## config.mk

```make
export PLATFORM = sky130hd
export DESIGN_NAME = button_conditioner_flat
export DESIGN_NICKNAME = d
export VERILOG_FILES = /design/src/rtl/button_conditioner_if.sv /design/src/rtl/button_conditioner.sv /design/src/flat_wrapper.sv
export SDC_FILE = /design/constraint.sdc
export NUM_CORES = 1
export LEC_CHECK = 0
export BUFFER_PORTS_ARGS = -buffer_cell sky130_fd_sc_hd__buf_4
export CAP_MARGIN = 10
export CORE_MARGIN = 5
export CORE_UTILIZATION = 30
export DETAILED_ROUTE_END_ITERATION = 10
export GPL_TIMING_DRIVEN = 0
export SLEW_MARGIN = 15
export SYNTH_ARGS = -nofsm -noshare
export SYNTH_HDL_FRONTEND = slang
export SYNTH_SLANG_ARGS = --single-unit
```

## constraint.sdc

```tcl
create_clock -name clk -period 3.25 [get_ports clk]
set_clock_uncertainty 0.1 [all_clocks]
set_input_delay 0.4875 -clock clk [delete_from_list [all_inputs] [get_ports clk]]
set_output_delay 0.4875 -clock clk [all_outputs]
set_load 0.02 [all_outputs]
```

## src/rtl/button_conditioner_if.sv

```systemverilog
// Push-button conditioner signal bundle.
// master: the side driving the raw button (board pin or bench).
// slave:  the conditioner itself.
interface button_conditioner_if;
  logic btn_in;
  logic btn_level;
  logic press_pulse;
  logic release_pulse;
  logic long_pulse;
  logic en_level;

  modport master (
    output btn_in,
    input  btn_level,
    input  press_pulse,
    input  release_pulse,
    input  long_pulse,
    input  en_level
  );

  modport slave (
    input  btn_in,
    output btn_level,
    output press_pulse,
    output release_pulse,
    output long_pulse,
    output en_level
  );
endinterface

```

## src/rtl/button_conditioner.sv

```systemverilog
// Push-button conditioner: 2-flop synchronizer, tick-sampled debouncer and a
// press/long-press FSM emitting one-cycle pulses plus a toggling enable level.
// Optional feature macro: AUTO_REPEAT_EN (auto-repeat press pulses while in LONG).
module button_conditioner #(
  parameter int SAMPLE_DIV   = 8,
  parameter int DEB_CYCLES   = 4,
  parameter int HOLD_TICKS   = 64,
  parameter int REPEAT_TICKS = 16
) (
  input  logic                  clk,
  input  logic                  rst,
  button_conditioner_if.slave   bus
);

  localparam int DIV_W  = (SAMPLE_DIV > 1) ? $clog2(SAMPLE_DIV) : 1;
  localparam int HOLD_W = $clog2(HOLD_TICKS + 1);

  // Elaboration-time parameter range checks.
  if (SAMPLE_DIV < 1) begin : g_chk_div
    $error("SAMPLE_DIV must be >= 1");
  end
  if (DEB_CYCLES < 2 || DEB_CYCLES > 16) begin : g_chk_deb
    $error("DEB_CYCLES must be in 2..16");
  end
  if (HOLD_TICKS < 1) begin : g_chk_hold
    $error("HOLD_TICKS must be >= 1");
  end
  if (REPEAT_TICKS < 1) begin : g_chk_rep
    $error("REPEAT_TICKS must be >= 1");
  end

  typedef enum logic [1:0] {
    IDLE,
    PRESSED,
    LONG
  } state_t;

  logic                  s1_q;
  logic                  s2_q;
  logic [DIV_W-1:0]      div_cnt_q;
  logic                  tick;
  logic [DEB_CYCLES-1:0] shreg_q;
  logic                  level_q;
  logic                  level_d;

  state_t                state_q;
  state_t                state_d;
  logic [HOLD_W-1:0]     hold_q;
  logic [HOLD_W-1:0]     hold_d;
  logic                  press_q;
  logic                  press_d;
  logic                  release_q;
  logic                  release_d;
  logic                  long_q;
  logic                  long_d;
  logic                  en_q;

`ifdef AUTO_REPEAT_EN
  localparam int REP_W = $clog2(REPEAT_TICKS + 1);
  logic [REP_W-1:0]      rep_q;
  logic [REP_W-1:0]      rep_d;
`endif

  assign tick = (div_cnt_q == DIV_W'(SAMPLE_DIV - 1));

  // Two-flop synchronizer for the asynchronous button pin.
  always_ff @(posedge clk) begin
    if (rst) begin
      s1_q <= 1'b0;
      s2_q <= 1'b0;
    end else begin
      s1_q <= bus.btn_in;
      s2_q <= s1_q;
    end
  end

  // Sample-tick prescaler: wraps at SAMPLE_DIV-1.
  always_ff @(posedge clk) begin
    if (rst) begin
      div_cnt_q <= '0;
    end else if (tick) begin
      div_cnt_q <= '0;
    end else begin
      div_cnt_q <= div_cnt_q + DIV_W'(1);
    end
  end

  // Debounced level moves only on a full run of identical samples.
  always_comb begin
    level_d = level_q;
    if (&shreg_q) begin
      level_d = 1'b1;
    end else if (~|shreg_q) begin
      level_d = 1'b0;
    end
  end

  // Sample shift register and debounced level register.
  always_ff @(posedge clk) begin
    if (rst) begin
      shreg_q <= '0;
      level_q <= 1'b0;
    end else begin
      if (tick) begin
        shreg_q <= {shreg_q[DEB_CYCLES-2:0], s2_q};
      end
      level_q <= level_d;
    end
  end

  // Press FSM next state and pulse decode; release always takes priority.
  always_comb begin
    state_d   = state_q;
    hold_d    = hold_q;
    press_d   = 1'b0;
    release_d = 1'b0;
    long_d    = 1'b0;
`ifdef AUTO_REPEAT_EN
    rep_d     = rep_q;
`endif
    unique case (state_q)
      IDLE: begin
        if (level_q) begin
          state_d = PRESSED;
          press_d = 1'b1;
          hold_d  = '0;
        end
      end
      PRESSED: begin
        if (!level_q) begin
          state_d   = IDLE;
          release_d = 1'b1;
        end else if (tick) begin
          if (hold_q == HOLD_W'(HOLD_TICKS - 1)) begin
            state_d = LONG;
            long_d  = 1'b1;
`ifdef AUTO_REPEAT_EN
            rep_d   = '0;
`endif
          end
          if (hold_q != HOLD_W'(HOLD_TICKS)) begin
            hold_d = hold_q + HOLD_W'(1);
          end
        end
      end
      LONG: begin
        if (!level_q) begin
          state_d   = IDLE;
          release_d = 1'b1;
`ifdef AUTO_REPEAT_EN
          rep_d     = '0;
`endif
        end
`ifdef AUTO_REPEAT_EN
        else if (tick) begin
          if (rep_q == REP_W'(REPEAT_TICKS - 1)) begin
            press_d = 1'b1;
            rep_d   = '0;
          end else begin
            rep_d = rep_q + REP_W'(1);
          end
        end
`endif
      end
      default: begin
        state_d = IDLE;
      end
    endcase
  end

  // FSM state, counters and registered pulse outputs.
  always_ff @(posedge clk) begin
    if (rst) begin
      state_q   <= IDLE;
      hold_q    <= '0;
      press_q   <= 1'b0;
      release_q <= 1'b0;
      long_q    <= 1'b0;
      en_q      <= 1'b0;
`ifdef AUTO_REPEAT_EN
      rep_q     <= '0;
`endif
    end else begin
      state_q   <= state_d;
      hold_q    <= hold_d;
      press_q   <= press_d;
      release_q <= release_d;
      long_q    <= long_d;
      en_q      <= en_q ^ press_d;
`ifdef AUTO_REPEAT_EN
      rep_q     <= rep_d;
`endif
    end
  end

  assign bus.btn_level     = level_q;
  assign bus.press_pulse   = press_q;
  assign bus.release_pulse = release_q;
  assign bus.long_pulse    = long_q;
  assign bus.en_level      = en_q;

endmodule
```

## src/flat_wrapper.sv

```systemverilog
// flat-port wrapper written by rule: the top's interface ports become plain ports
module button_conditioner_flat 
#(
  parameter int SAMPLE_DIV   = 8,
  parameter int DEB_CYCLES   = 4,
  parameter int HOLD_TICKS   = 64,
  parameter int REPEAT_TICKS = 16
)
  (clk, rst, bus_btn_in, bus_btn_level, bus_press_pulse, bus_release_pulse, bus_long_pulse, bus_en_level);
  button_conditioner_if bus_i ();
  input  logic clk;
  input  logic rst;
  input wire logic [$bits(bus_i.btn_in)-1:0] bus_btn_in;
  output wire logic [$bits(bus_i.btn_level)-1:0] bus_btn_level;
  output wire logic [$bits(bus_i.press_pulse)-1:0] bus_press_pulse;
  output wire logic [$bits(bus_i.release_pulse)-1:0] bus_release_pulse;
  output wire logic [$bits(bus_i.long_pulse)-1:0] bus_long_pulse;
  output wire logic [$bits(bus_i.en_level)-1:0] bus_en_level;
  assign bus_i.btn_in = bus_btn_in;
  assign bus_btn_level = bus_i.btn_level;
  assign bus_press_pulse = bus_i.press_pulse;
  assign bus_release_pulse = bus_i.release_pulse;
  assign bus_long_pulse = bus_i.long_pulse;
  assign bus_en_level = bus_i.en_level;
  button_conditioner #(.SAMPLE_DIV(SAMPLE_DIV), .DEB_CYCLES(DEB_CYCLES), .HOLD_TICKS(HOLD_TICKS), .REPEAT_TICKS(REPEAT_TICKS)) u_core (.clk(clk), .rst(rst), .bus(bus_i));
endmodule
```

==> reports/results.txt <==
Result of the run: completed
Maximum clock path buffer count: 2
Vias post-DR: 799
Setup CP Type: register to register
First-pass GRT wire length: 3249 um
Critical Path End Type: register
FILL cells: 363
Final count of hold timing violations: 0
Area of the mapped netlist: 1054 um^2
Hold-fix buffer count after cts: 0
HPWL after detailed placement: 1367 um
Final wirelength: 1844 um
Clock sink total: 23
Number of buffers added for setup after CTS: 0
Endpoint of the most critical register-to-register path: u_core.hold_q[6]$_SDFFE_PP0P_
Total number of placement rows: 21
Arrival time at the worst endpoint: 2060 ps
Cell count after synthesis: 109
Clock Latency Late Sink: 310 ps
Setup-violating endpoint count in the final report: 0
Width of the chip: 69.26 um
Total of flip-flops plus latches after synthesis: 23
Required time at the endpoint of the critical path: 3410 ps
Slack of the worst reg-to-reg path: 1350 ps
Crit path time final: 1899 ps
Number of distinct standard cells referenced by the synthesized netlist: 36
Reg2reg path depth: 7
Area fraction in and, or, nand and nor cells after synthesis: 18.41%
Post-synthesis xor/xnor area fraction: 0.8314%
Core occupancy in the finished layout: 35.19%
Final-layout worst hold slack: 277.6 ps
Final worst path period share: 58.43%
Max-Cap Viols: 0
Clock slew at reported path FFs: 130 ps
Slew @ Worst Pin: 432.2 ps
Die height: 69.26 um
Maximum ir drop on the vdd rail: 288.8 uV
Total of buffers placed on input and output ports: 6
Fraction of the yosys area taken by sequential cells: 43.71%
Number of global-route vias before repair: 722
Depth of the worst hold-timing path: 2
Final sum of negative setup slack: 0 ps
Leak pwr: 0.4288 nW
GRT Resource Usage Total: 7.998%
Total die area: 4797 um^2
H-Tree Level Count: 1
TritonCTS clock tree: done
Worst flop-to-flop path startpoint: u_core.div_cnt_q[0]$_SDFF_PP0_
Post-layout net count: 130
Setup repair after global routing missed its margin: false
DR vias/cell: 4.842
Initial cell density of the core: 31.32%
Maximum operating frequency: 526.6 MHz
Worst Hold Launch: bus_btn_in
Adder and majority cell fraction of the synthesized area: 8.314%
Cell chosen for the clock root: sky130_fd_sc_hd__clkbuf_4
Startpoint type of the worst setup path: register
Top Ports: 8
Number of clock buffers inserted by TritonCTS: 3
Worst min-delay path category: primary input to register
WHS Endpoint: u_core.s1_q$_SDFF_PP0_
Main combinational cell family by area after synthesis: compound AO/OA/AOI/OAI gates
Total nets after synthesis: 119
Core Region: 3363 um^2
Compound-cell area share of the yosys netlist: 19.48%
Fraction of layout instances using a drive strength above 1: 14.29%
Aggregate global routing overflow: 0
Antenna cell count: 0
Multiplexer fraction of the synthesized cell area: 4.751%
Detailed-routing iteration count for the pre-antenna-repair pass: 4
Gates resized, CTS repair: 0
Antenna-violating nets left: 0
Max-slew violation count: 0
Initial antenna violation count: 0
Largest net degree at the start of global routing: 14
Area Overhead vs Synth: 12.35%
Number of DRC violations after detailed-routing iteration 0: 55
Avg Synthesized Cell Area: 9.665 um^2
Routed length per placed instance: 11.18 um
Relative max-transition margin: 71.18%
Synth warnings: 0
Total DRC errors in the routed layout: 0
Power density normalized to cell area: 384.5 nW/um^2
Gpl congestion: 0.7231
Biggest fanout along the worst timing path: 10
==> layout by cell type, fill, tap and decap left out, drive strengths merged, types with 3 or more instances in the layout <==
cell     Yosys  final
o21ai        7      7
nand2       11     11
dfxtp       23     23
buf          2      8
ha           7      7
o2111ai      3      3
mux2i        5      5
inv          6      6
nor2         7      7
a21oi        3      3
clkbuf       4      7
nor3b        3      3
==> synth_stat cells <==
library cell                instances  area (um^2)
sky130_fd_sc_hd__a211oi_1           1        7.510
sky130_fd_sc_hd__a21oi_1            3        15.01
sky130_fd_sc_hd__and3_1             2        12.51
sky130_fd_sc_hd__and4b_1            1        10.01
sky130_fd_sc_hd__buf_2              2        10.01
sky130_fd_sc_hd__clkbuf_1           4        15.01
sky130_fd_sc_hd__dfxtp_1           23        460.4
sky130_fd_sc_hd__ha_1               7        87.58
sky130_fd_sc_hd__inv_1              6        22.52
sky130_fd_sc_hd__mux2i_1            5        50.05
sky130_fd_sc_hd__nand2_1           11        41.29
sky130_fd_sc_hd__nand2b_1           2        12.51
sky130_fd_sc_hd__nand3_1            2        10.01
sky130_fd_sc_hd__nand4_1            2        12.51
sky130_fd_sc_hd__nand4b_1           1        8.760
sky130_fd_sc_hd__nor2_1             7        26.28
sky130_fd_sc_hd__nor2b_1            2        12.51
sky130_fd_sc_hd__nor3_1             1        5.000
sky130_fd_sc_hd__nor3b_1            3        22.52
sky130_fd_sc_hd__nor4_1             1        6.260
sky130_fd_sc_hd__o2111ai_1          2        17.52
sky130_fd_sc_hd__o2111ai_2          1        15.01
sky130_fd_sc_hd__o21a_1             1        7.510
sky130_fd_sc_hd__o21ai_0            5        25.02
sky130_fd_sc_hd__o21ai_2            1        8.760
sky130_fd_sc_hd__o21ai_4            1        16.27
sky130_fd_sc_hd__o21bai_1           2        15.01
sky130_fd_sc_hd__o22ai_1            1        6.260
sky130_fd_sc_hd__o31a_1             2        17.52
sky130_fd_sc_hd__o31ai_1            1        7.510
sky130_fd_sc_hd__o32a_1             1        10.01
sky130_fd_sc_hd__o32ai_2            1        16.27
sky130_fd_sc_hd__o41a_1             1        11.26
sky130_fd_sc_hd__o41ai_1            1        8.760
sky130_fd_sc_hd__or4b_4             1        13.76
sky130_fd_sc_hd__xor2_1             1        8.760
==> cells by family (layout without fill, tap and decap cells) <==
logic type,after synthesis,after routing
AOI/OAI and AO/OA,25,25
xor gates and xnor gates,1,1
adders and majority gates,7,7
buffers and inverters,12,22
DFF,23,23
muxes,5,5
and+or+nand+nor,36,36
==> power by group <==
group	leakage (nW)	switching, W	internal [W]	total, W
logic	0.225	0.0000185	0.0000122	0.0000307
clock network	0.0177	0.0000872	0.0000460	0.000133
registers	0.186	0.00000253	0.000289	0.000291
total	0.429	0.000108	0.000347	0.000455
==> critical path: stages (launching register included) <==
cell	delay (ps)
sky130_fd_sc_hd__dfxtp_1	370
sky130_fd_sc_hd__ha_1	160
sky130_fd_sc_hd__ha_1	130
sky130_fd_sc_hd__buf_2	240
sky130_fd_sc_hd__and4b_1	270
sky130_fd_sc_hd__o21ai_4	110
sky130_fd_sc_hd__o41ai_1	340
sky130_fd_sc_hd__o21bai_1	150
==> state kept, by name (all words and copies together), names as in the netlist <==
| signal | cells |
|---|---|
| u_core.bus.btn_level | 1 |
| u_core.shreg_q | 4 |
| u_core.bus.release_pulse | 1 |
| u_core.bus.press_pulse | 1 |
| u_core.bus.en_level | 1 |
| u_core.s1_q | 1 |
| u_core.s2_q | 1 |
| u_core.hold_q | 7 |
| u_core.div_cnt_q | 3 |
| u_core.bus.long_pulse | 1 |
| u_core.state_q | 2 |
==> how the worst max path moves through the flow <==
stage / startpoint / end / slack (ps) / depth (start not counted)
after detailed placement: u_core.div_cnt_q[0]$_SDFF_PP0_ / u_core.hold_q[5]$_SDFFE_PP0P_ / 1340 / 7
after global routing: u_core.div_cnt_q[0]$_SDFF_PP0_ / u_core.hold_q[6]$_SDFFE_PP0P_ / 1140 / 7
after global placement: u_core.div_cnt_q[0]$_SDFF_PP0_ / u_core.hold_q[5]$_SDFFE_PP0P_ / 1400 / 7
final: u_core.div_cnt_q[0]$_SDFF_PP0_ / u_core.hold_q[6]$_SDFFE_PP0P_ / 1350 / 7
after floorplan: u_core.div_cnt_q[0]$_SDFF_PP0_ / u_core.hold_q[5]$_SDFFE_PP0P_ / 1510 / 7
after CTS: u_core.div_cnt_q[0]$_SDFF_PP0_ / u_core.hold_q[6]$_SDFFE_PP0P_ / 1310 / 7
==> layout make-up <==
type	count	area, um^2	share of cell area, %
Tap cell	46	57.56	4.863
Buffer	6	25.02	2.114
Clock inverter	1	5.005	0.4228
Multi-Input combinational cell	74	545.5	46.09
Inverter	6	22.52	1.903
Sequential cell	23	460.4	38.90
Clock buffer	3	22.52	1.903
Timing Repair Buffer	6	45.04	3.805
==> metrics by stage <==
| step | cells | power (W) | cell area, um^2 | setup WS (ps) |
|---|---|---|---|---|
| finish | 165 | 0.0004551 | 1184 | 1351 |
| global route | 165 | 0.0004783 | 1184 | 1138 |
| detailed placement | 161 | 0.0003290 | 1156 | 1343 |
| CTS | 165 | 0.0004616 | 1184 | 1315 |
| floorplan | 109 | 0.0003200 | 1054 | 1508 |
| global placement | 161 | 0.0003273 | 1156 | 1405 |
==> routing by layer <==
| metal | vias to the layer above | track usage (%) | wire length [um] |
|---|---|---|---|
| li1 | 411 | - | - |
| met1 | 372 | 10.17 | 881 |
| met2 | 14 | 12.82 | 851 |
| met3 | 2 | 3.333 | 102 |
| met4 | 0 | 1.302 | 10 |
| met5 | - | 0 | 0 |
No activity file was read; power rests on OpenSTA's default activity.
